File: src/rtl/ctrl_pkg.sv
// Shared control definitions for the RV32I decoder and the pipelined control unit:
// opcodes, store funct3 codes, ALU/save encodings and the per-stage control bundles.
package ctrl_pkg;

  localparam logic [6:0] OP_R      = 7'b0110011;
  localparam logic [6:0] OP_I      = 7'b0010011;
  localparam logic [6:0] OP_LOAD   = 7'b0000011;
  localparam logic [6:0] OP_STORE  = 7'b0100011;
  localparam logic [6:0] OP_BRANCH = 7'b1100011;
  localparam logic [6:0] OP_AUIPC  = 7'b0010111;
  localparam logic [6:0] OP_JAL    = 7'b1101111;
  localparam logic [6:0] OP_JALR   = 7'b1100111;

  localparam logic [2:0] F3_SB = 3'b000;
  localparam logic [2:0] F3_SH = 3'b001;
  localparam logic [2:0] F3_SW = 3'b010;

  typedef enum logic [1:0] {
    ALU_ADD    = 2'b00,
    ALU_BRANCH = 2'b01,
    ALU_FUNCT  = 2'b10
  } alu_op_e;

  typedef enum logic [1:0] {
    SAVE_BYTE = 2'b00,
    SAVE_HALF = 2'b01,
    SAVE_WORD = 2'b10
  } save_method_e;

  typedef struct packed {
    alu_op_e      alu_op;
    logic         alu_src;
    logic         auipc_sel;
    logic         branch;
    logic         mem_read;
    logic         mem_write;
    save_method_e save_method;
    logic         reg_write;
    logic         mem_to_reg;
    logic         rf_sel;
    logic [4:0]   rd;
  } ctrl_t;

  localparam ctrl_t CTRL_NOP = '0;

  // Bundles that survive past EX: only the fields their later stages still consume.
  typedef struct packed {
    logic         mem_read;
    logic         mem_write;
    save_method_e save_method;
  } mem_ctrl_t;

  typedef struct packed {
    logic reg_write;
    logic mem_to_reg;
    logic rf_sel;
  } wb_ctrl_t;

  typedef struct packed {
    mem_ctrl_t mem;
    wb_ctrl_t  wb;
  } exmem_t;

endpackage

File: src/rtl/ctrl_decode.sv
// Combinational RV32I control decoder: instruction -> ctrl_t plus source-register usage
// and a raw illegal indication. Shared with the single-cycle core.
module ctrl_decode
  import ctrl_pkg::*;
(
  input  logic [31:0] instr,
  output ctrl_t       ctrl,
  output logic [4:0]  rs1,
  output logic [4:0]  rs2,
  output logic        rs1_used,
  output logic        rs2_used,
  output logic        illegal_raw
);

  logic [6:0] opcode;
  logic [4:0] rd;
  logic [2:0] funct3;
  logic [6:0] unused_funct7;

  assign opcode        = instr[6:0];
  assign rd            = instr[11:7];
  assign funct3        = instr[14:12];
  assign rs1           = instr[19:15];
  assign rs2           = instr[24:20];
  assign unused_funct7 = instr[31:25];

  always_comb begin
    // NOTE: every output gets a default before the case so no path leaves one unassigned (no latch).
    ctrl        = CTRL_NOP;
    rs1_used    = 1'b0;
    rs2_used    = 1'b0;
    illegal_raw = 1'b0;
    case (opcode)
      OP_R: begin
        ctrl.alu_op    = ALU_FUNCT;
        ctrl.reg_write = 1'b1;
        ctrl.rf_sel    = 1'b1;
        ctrl.rd        = rd;
        rs1_used       = 1'b1;
        rs2_used       = 1'b1;
      end
      OP_I: begin
        ctrl.alu_op    = ALU_FUNCT;
        ctrl.alu_src   = 1'b1;
        ctrl.reg_write = 1'b1;
        ctrl.rf_sel    = 1'b1;
        ctrl.rd        = rd;
        rs1_used       = 1'b1;
      end
      OP_LOAD: begin
        ctrl.alu_src    = 1'b1;
        ctrl.mem_read   = 1'b1;
        ctrl.reg_write  = 1'b1;
        ctrl.mem_to_reg = 1'b1;
        ctrl.rf_sel     = 1'b1;
        ctrl.rd         = rd;
        rs1_used        = 1'b1;
      end
      OP_STORE: begin
        rs1_used       = 1'b1;
        rs2_used       = 1'b1;
        ctrl.alu_src   = 1'b1;
        ctrl.mem_write = 1'b1;
        case (funct3)
          F3_SB:   ctrl.save_method = SAVE_BYTE;
          F3_SH:   ctrl.save_method = SAVE_HALF;
          F3_SW:   ctrl.save_method = SAVE_WORD;
          default: begin
            ctrl        = CTRL_NOP;
            illegal_raw = 1'b1;
          end
        endcase
      end
      OP_BRANCH: begin
        ctrl.alu_op = ALU_BRANCH;
        ctrl.branch = 1'b1;
        rs1_used    = 1'b1;
        rs2_used    = 1'b1;
      end
      // AUIPC and JAL write back through the PC-relative path, hence rf_sel = 0.
      OP_AUIPC: begin
        ctrl.alu_src   = 1'b1;
        ctrl.auipc_sel = 1'b1;
        ctrl.reg_write = 1'b1;
        ctrl.rd        = rd;
      end
      OP_JAL: begin
        ctrl.alu_src   = 1'b1;
        ctrl.auipc_sel = 1'b1;
        ctrl.branch    = 1'b1;
        ctrl.reg_write = 1'b1;
        ctrl.rd        = rd;
      end
      OP_JALR: begin
        ctrl.alu_src   = 1'b1;
        ctrl.branch    = 1'b1;
        ctrl.reg_write = 1'b1;
        ctrl.rd        = rd;
        rs1_used       = 1'b1;
      end
      default: illegal_raw = 1'b1;
    endcase
  end

endmodule

File: src/rtl/pipe_control_unit.sv
// Pipelined RV32I control: decodes IF/ID, carries control through ID/EX, EX/MEM, MEM/WB,
// and handles load-use stalls and taken-branch flushes. Sticky illegal flag when ILLEGAL_TRAP_EN is defined.
module pipe_control_unit
  import ctrl_pkg::*;
#(
  parameter int XLEN = 32,
  parameter int RA_W = 5
) (
  input  logic            clk,
  input  logic            rst_n,
  input  logic [XLEN-1:0] id_instr,
  input  logic            id_valid,
  input  logic            ex_take,
  output logic            pc_write,
  output logic            ifid_write,
  output logic            ifid_flush,
  output logic [1:0]      ex_alu_op,
  output logic            ex_alu_src,
  output logic            ex_auipc_sel,
  output logic            ex_branch,
  output logic [RA_W-1:0] ex_rd,
  output logic            mem_read,
  output logic            mem_write,
  output logic [1:0]      mem_save_method,
  output logic            wb_reg_write,
  output logic            wb_mem_to_reg,
  output logic            wb_rf_sel,
  output logic            illegal
);

  ctrl_t      dec_ctrl;
  logic [4:0] rs1, rs2;
  logic       rs1_used, rs2_used, illegal_raw;

  ctrl_t    idex_d, idex_q;
  exmem_t   exmem_d, exmem_q;
  wb_ctrl_t memwb_d, memwb_q;
  logic     load_use, flush, stall;

  ctrl_decode u_decode (
    .instr       (id_instr),
    .ctrl        (dec_ctrl),
    .rs1         (rs1),
    .rs2         (rs2),
    .rs1_used    (rs1_used),
    .rs2_used    (rs2_used),
    .illegal_raw (illegal_raw)
  );

  always_comb begin
    load_use = idex_q.mem_read && (idex_q.rd != '0) && id_valid &&
               ((rs1_used && (rs1 == idex_q.rd)) || (rs2_used && (rs2 == idex_q.rd)));
    flush    = ex_take;
    // A taken branch squashes the dependent instruction, so the stall is dropped.
    stall    = load_use && !flush;

    idex_d = dec_ctrl;
    if (!id_valid || stall || flush) idex_d = CTRL_NOP;

    exmem_d.mem.mem_read    = idex_q.mem_read;
    exmem_d.mem.mem_write   = idex_q.mem_write;
    exmem_d.mem.save_method = idex_q.save_method;
    exmem_d.wb.reg_write    = idex_q.reg_write;
    exmem_d.wb.mem_to_reg   = idex_q.mem_to_reg;
    exmem_d.wb.rf_sel       = idex_q.rf_sel;

    memwb_d = exmem_q.wb;
  end

  // NOTE: stage registers are ordinary flops reset to NOP; non-blocking so every stage samples the pre-edge values.
  always_ff @(posedge clk or negedge rst_n) begin
    if (!rst_n) begin
      idex_q  <= CTRL_NOP;
      exmem_q <= '0;
      memwb_q <= '0;
    end else begin
      idex_q  <= idex_d;
      exmem_q <= exmem_d;
      memwb_q <= memwb_d;
    end
  end

  assign pc_write   = !stall;
  assign ifid_write = !stall;
  assign ifid_flush = flush && rst_n;

  assign ex_alu_op    = idex_q.alu_op;
  assign ex_alu_src   = idex_q.alu_src;
  assign ex_auipc_sel = idex_q.auipc_sel;
  assign ex_branch    = idex_q.branch;
  assign ex_rd        = RA_W'(idex_q.rd);

  assign mem_read        = exmem_q.mem.mem_read;
  assign mem_write       = exmem_q.mem.mem_write;
  assign mem_save_method = exmem_q.mem.save_method;

  assign wb_reg_write  = memwb_q.reg_write;
  assign wb_mem_to_reg = memwb_q.mem_to_reg;
  assign wb_rf_sel     = memwb_q.rf_sel;

`ifdef ILLEGAL_TRAP_EN
  logic illegal_d, illegal_q;

  always_comb begin
    illegal_d = illegal_q || (illegal_raw && id_valid && !ex_take);
  end

  always_ff @(posedge clk or negedge rst_n) begin
    if (!rst_n) illegal_q <= 1'b0;
    else        illegal_q <= illegal_d;
  end

  assign illegal = illegal_q;
`else
  logic unused_illegal_raw;
  assign unused_illegal_raw = illegal_raw;
  assign illegal            = 1'b0;
`endif

endmodule

File: config.mk
export PLATFORM = sky130hd
export DESIGN_NAME = pipe_control_unit
export DESIGN_NICKNAME = d
export VERILOG_FILES = /design/src/rtl/ctrl_pkg.sv /design/src/rtl/ctrl_decode.sv /design/src/rtl/pipe_control_unit.sv
export SDC_FILE = /design/constraint.sdc
export NUM_CORES = 1
export LEC_CHECK = 0
export CAP_MARGIN = 40
export CORE_AREA = 2 2 60 62
export CTS_BUF_LIST = sky130_fd_sc_hd__clkbuf_8 sky130_fd_sc_hd__clkbuf_16
export CTS_CLUSTER_SIZE = 20
export DETAILED_ROUTE_END_ITERATION = 10
export DIE_AREA = 0 0 62 64
export GPL_TIMING_DRIVEN = 0
export MAX_ROUTING_LAYER = met4
export PLACE_DENSITY = 0.7
export SLEW_MARGIN = 20
export SYNTH_ARGS = -nofsm -noshare
export SYNTH_HDL_FRONTEND = slang
export SYNTH_SLANG_ARGS = --single-unit
export TNS_END_PERCENT = 5
File: constraint.sdc
create_clock -name clk -period 3.57 [get_ports clk]
set_clock_uncertainty 0.2 [all_clocks]
set_input_delay 0.714 -clock clk [delete_from_list [all_inputs] [get_ports clk]]
set_output_delay 0.714 -clock clk [all_outputs]
set_load 0.1 [all_outputs]
==> out/metrics.cfg <==
[timing]
max-slew-margin-rel_pct = 65.8
setup_viol = 0
report.final.slew_viol_count = 0
report.final.hold_viol_count = 0
setup_repair_after_global_routing_missed_its_margin = no
fmax_ghz = 0.286
worstMarginPinSlew_ns = 0.512
fin_crit_ns = 3.50
final_min_period_over_clock_period_pct = 97.9
tns_setup_ns = 0

[clock_tree]
cts.sink_count = 25
insertion_delay_ns = 0.26
cts-root-to-sink-buffers = 2
total_cts_buffers = 3
clk_pin_slew_ns = 0.09
cts-root-buf = sky130_fd_sc_hd__clkbuf_8
htree_levels = 1
clock_tree_from_tritoncts = yes

[logic_synthesis]
synth_top_area_share_pct = 55.9
synthArstFlopShare_pct = 100
postSynth.topFlopCell = sky130_fd_sc_hd__dfrtp_1
synthesis.nets = 133
ys_seq_elements = 25
synth.lib_cells_used.distinct = 31
post_synth_instance_area_sq_mm = 0.00112
synth-edff-count = 0
ys_top_cells_by_area = sky130_fd_sc_hd__dfrtp_1, sky130_fd_sc_hd__xor2_1, sky130_fd_sc_hd__nor3b_2, sky130_fd_sc_hd__nor4_1, sky130_fd_sc_hd__nand2b_1
post_synth.cell_area_avg_sq_um = 11.5
synthCells = 97
synth_top_area_cell = sky130_fd_sc_hd__dfrtp_1
yosysWarningCount = 0
synth_seq_area_share_pct = 55.9

[worst_setup_path]
worst_ep_arrival_time_ns = 2.58
critical_path.max_fanout = 2
timing.reg2reg.worst_path_depth = 6
setup.worst_path.end_class = output port
crit_type = in2out
crit_path_start_kind = primary input
worst_ep_required_time_ns = 2.66

[drt]
first_pass_iters = 4
via_count = 1011
avgViaCountPerCell = 4.68
drc_marker_count_from_the_first_detailed_route_iteration = 18
drcViolationCount = 0
drt_wirelength_microns = 2860
routedWlPerCell_microns = 13.2
final_antenna_net_count = 0

[cells_and_area]
antenna_cells_inserted = 0
final_cell_mix = sky130_fd_sc_hd__clkdlybuf4s50_1, sky130_fd_sc_hd__buf_8, sky130_fd_sc_hd__dfrtp_1
largest_reg_flops = 6
fill_cell_total_of_the_finished_layout = 249
multi_input_comb_area_sq_um = 454
area.sequential_sq_um = 632
area_delta_synth_final_pct = 83.0
final_core_util_pct = 62.3
design.final.nets = 207
layout.cells.most_common = sky130_fd_sc_hd__clkdlybuf4s50_1
post_route_cells_drive_above_1_share_pct = 28.8

[hold_path]
timing.hold.worst_path_depth = 0
worstHoldPathType = reg2reg

[die]
initial_utilization_pct = 34.1
rows = 21
io_pins = 57
die_y_microns = 64
floorplan.die.width_microns = 62
die_area_sq_mm = 0.00397
design.core.area_sq_mm = 0.00328

[placement]
place_hpwl_microns = 2210
gpl.final_weighted_congestion = 0.769
port_buffers = 47

[run]
maxCapViolations = 0

[global_route]
wire_length_of_the_first_global_routing_pass_microns = 4690
grt_pass1_vias = 1079
overflow_left_after_global_routing = 0
largest_net_degree_at_the_start_of_global_routing = 17
antenna_found_initial = 0
grt_use_total_pct = 16.2

[power]
irDropWorstVdd_uv = 131
power_density_mw_per_mm2 = 261
total_leakage_power_nw = 0.905
post-layout-total-power_uw = 535

[run_status]
status = finished clean

cells in the mapped netlist, types with 2 or more instances:
cell type                   n
sky130_fd_sc_hd__nor3b_1    2
sky130_fd_sc_hd__nor4_1     6
sky130_fd_sc_hd__xor2_1    10
sky130_fd_sc_hd__nor3b_2    4
sky130_fd_sc_hd__nor3_2     2
sky130_fd_sc_hd__a21oi_1    4
sky130_fd_sc_hd__nand2_1    4
sky130_fd_sc_hd__dfrtp_1   25
sky130_fd_sc_hd__nor2_1     6
sky130_fd_sc_hd__nand3_1    3
sky130_fd_sc_hd__buf_4      4
sky130_fd_sc_hd__nand2b_1   5
sky130_fd_sc_hd__nor3_1     3
sky130_fd_sc_hd__nor2b_1    2
through the flow:
| stage | setup slack (ns) | hold WS [ns] | instance area (sq um) | std cells |
|---|---|---|---|---|
| 2_1_floorplan | 0.0777 | 0.131 | 1130 | 97 |
| 3_3_place_gp | -0.900 | 0.134 | 1660 | 190 |
| 3_5_place_dp | -0.639 | 0.138 | 1970 | 211 |
| 4_1_cts | -0.186 | 0.158 | 2040 | 216 |
| 5_1_grt | 0.00576 | 0.160 | 2050 | 216 |
| 6_report | 0.0735 | 0.154 | 2050 | 216 |
power by group:
group          internal [mW]  switching (mW)  leakage, nW
registers              0.284        0.000599        0.341
clock network         0.0778          0.0865       0.0255
logic                 0.0431          0.0428        0.539
total                  0.405           0.130        0.905
kinds of logic after synthesis:
family                   count (synthesis)  synth area share, %
flip-flops                              25                 55.9
XOR/XNOR                                10                 7.83
buffers and inverters                    8                 4.70
AND/OR/NAND/NOR                         42                 23.9
AO/OA/AOI/OAI                           10                 6.38
adder cells (fa/ha/maj)                  1                0.895
other                                    1                0.335
per-layer routing:
metal | up-vias | GRT usage [%] | share of wire (%)
met5 | - | - | 0
met4 | 0 | 7.98 | 3.1
met3 | 8 | 2.23 | 6.1
met2 | 52 | 25.1 | 51
met1 | 474 | 20.1 | 40
li1 | 477 | - | -
worst max-delay path, cell delays in order:
cell                              delay, ns
sky130_fd_sc_hd__clkdlybuf4s50_1       0.43
sky130_fd_sc_hd__xor2_1                0.16
sky130_fd_sc_hd__nor4_2                0.33
sky130_fd_sc_hd__o211ai_1              0.20
sky130_fd_sc_hd__a21oi_4               0.22
sky130_fd_sc_hd__buf_8                 0.13
sky130_fd_sc_hd__clkinvlp_4            0.09
sky130_fd_sc_hd__buf_4                 0.15
sky130_fd_sc_hd__buf_12                0.15
worst paths after layout:
kind,startpoint,endpoint,slack [ns]
worst max-delay path,id_instr[18],pc_write,0.07
worst min-delay path,exmem_d[3]$_DFF_PN0_,mem_save_method[0]$_DFF_PN0_,0.15
worst max register to register,ex_rd[1]$_DFF_PN0_,exmem_d[6]$_DFF_PN0_,1.41
worst min register to register,exmem_d[3]$_DFF_PN0_,mem_save_method[0]$_DFF_PN0_,0.15
max in group asynchronous,rst_n,exmem_d[0]$_DFF_PN0_,2.11
min in group asynchronous,rst_n,exmem_q[2]$_DFF_PN0_,0.58
layout make-up:
type                       instances  area share, %
sequential                        25           30.9
inverter                           2          0.550
timing repair buffer              69           38.9
tap                               46           2.81
clock buffer                       3           2.02
buffer                             6           2.38
multi-input combinational         64           22.2
clock inverter                     1          0.244
what timing repair did:
item	in CTS	in global routing
endpoints found under the hold margin	0	0
hold buffers	0	0
endpoints found under the setup margin	2	1
gates cloned	0	0
buffers inserted	2	1
resized for setup	5	1
pin swaps	5	4
Note: power is estimated with default switching activity, not from simulation.
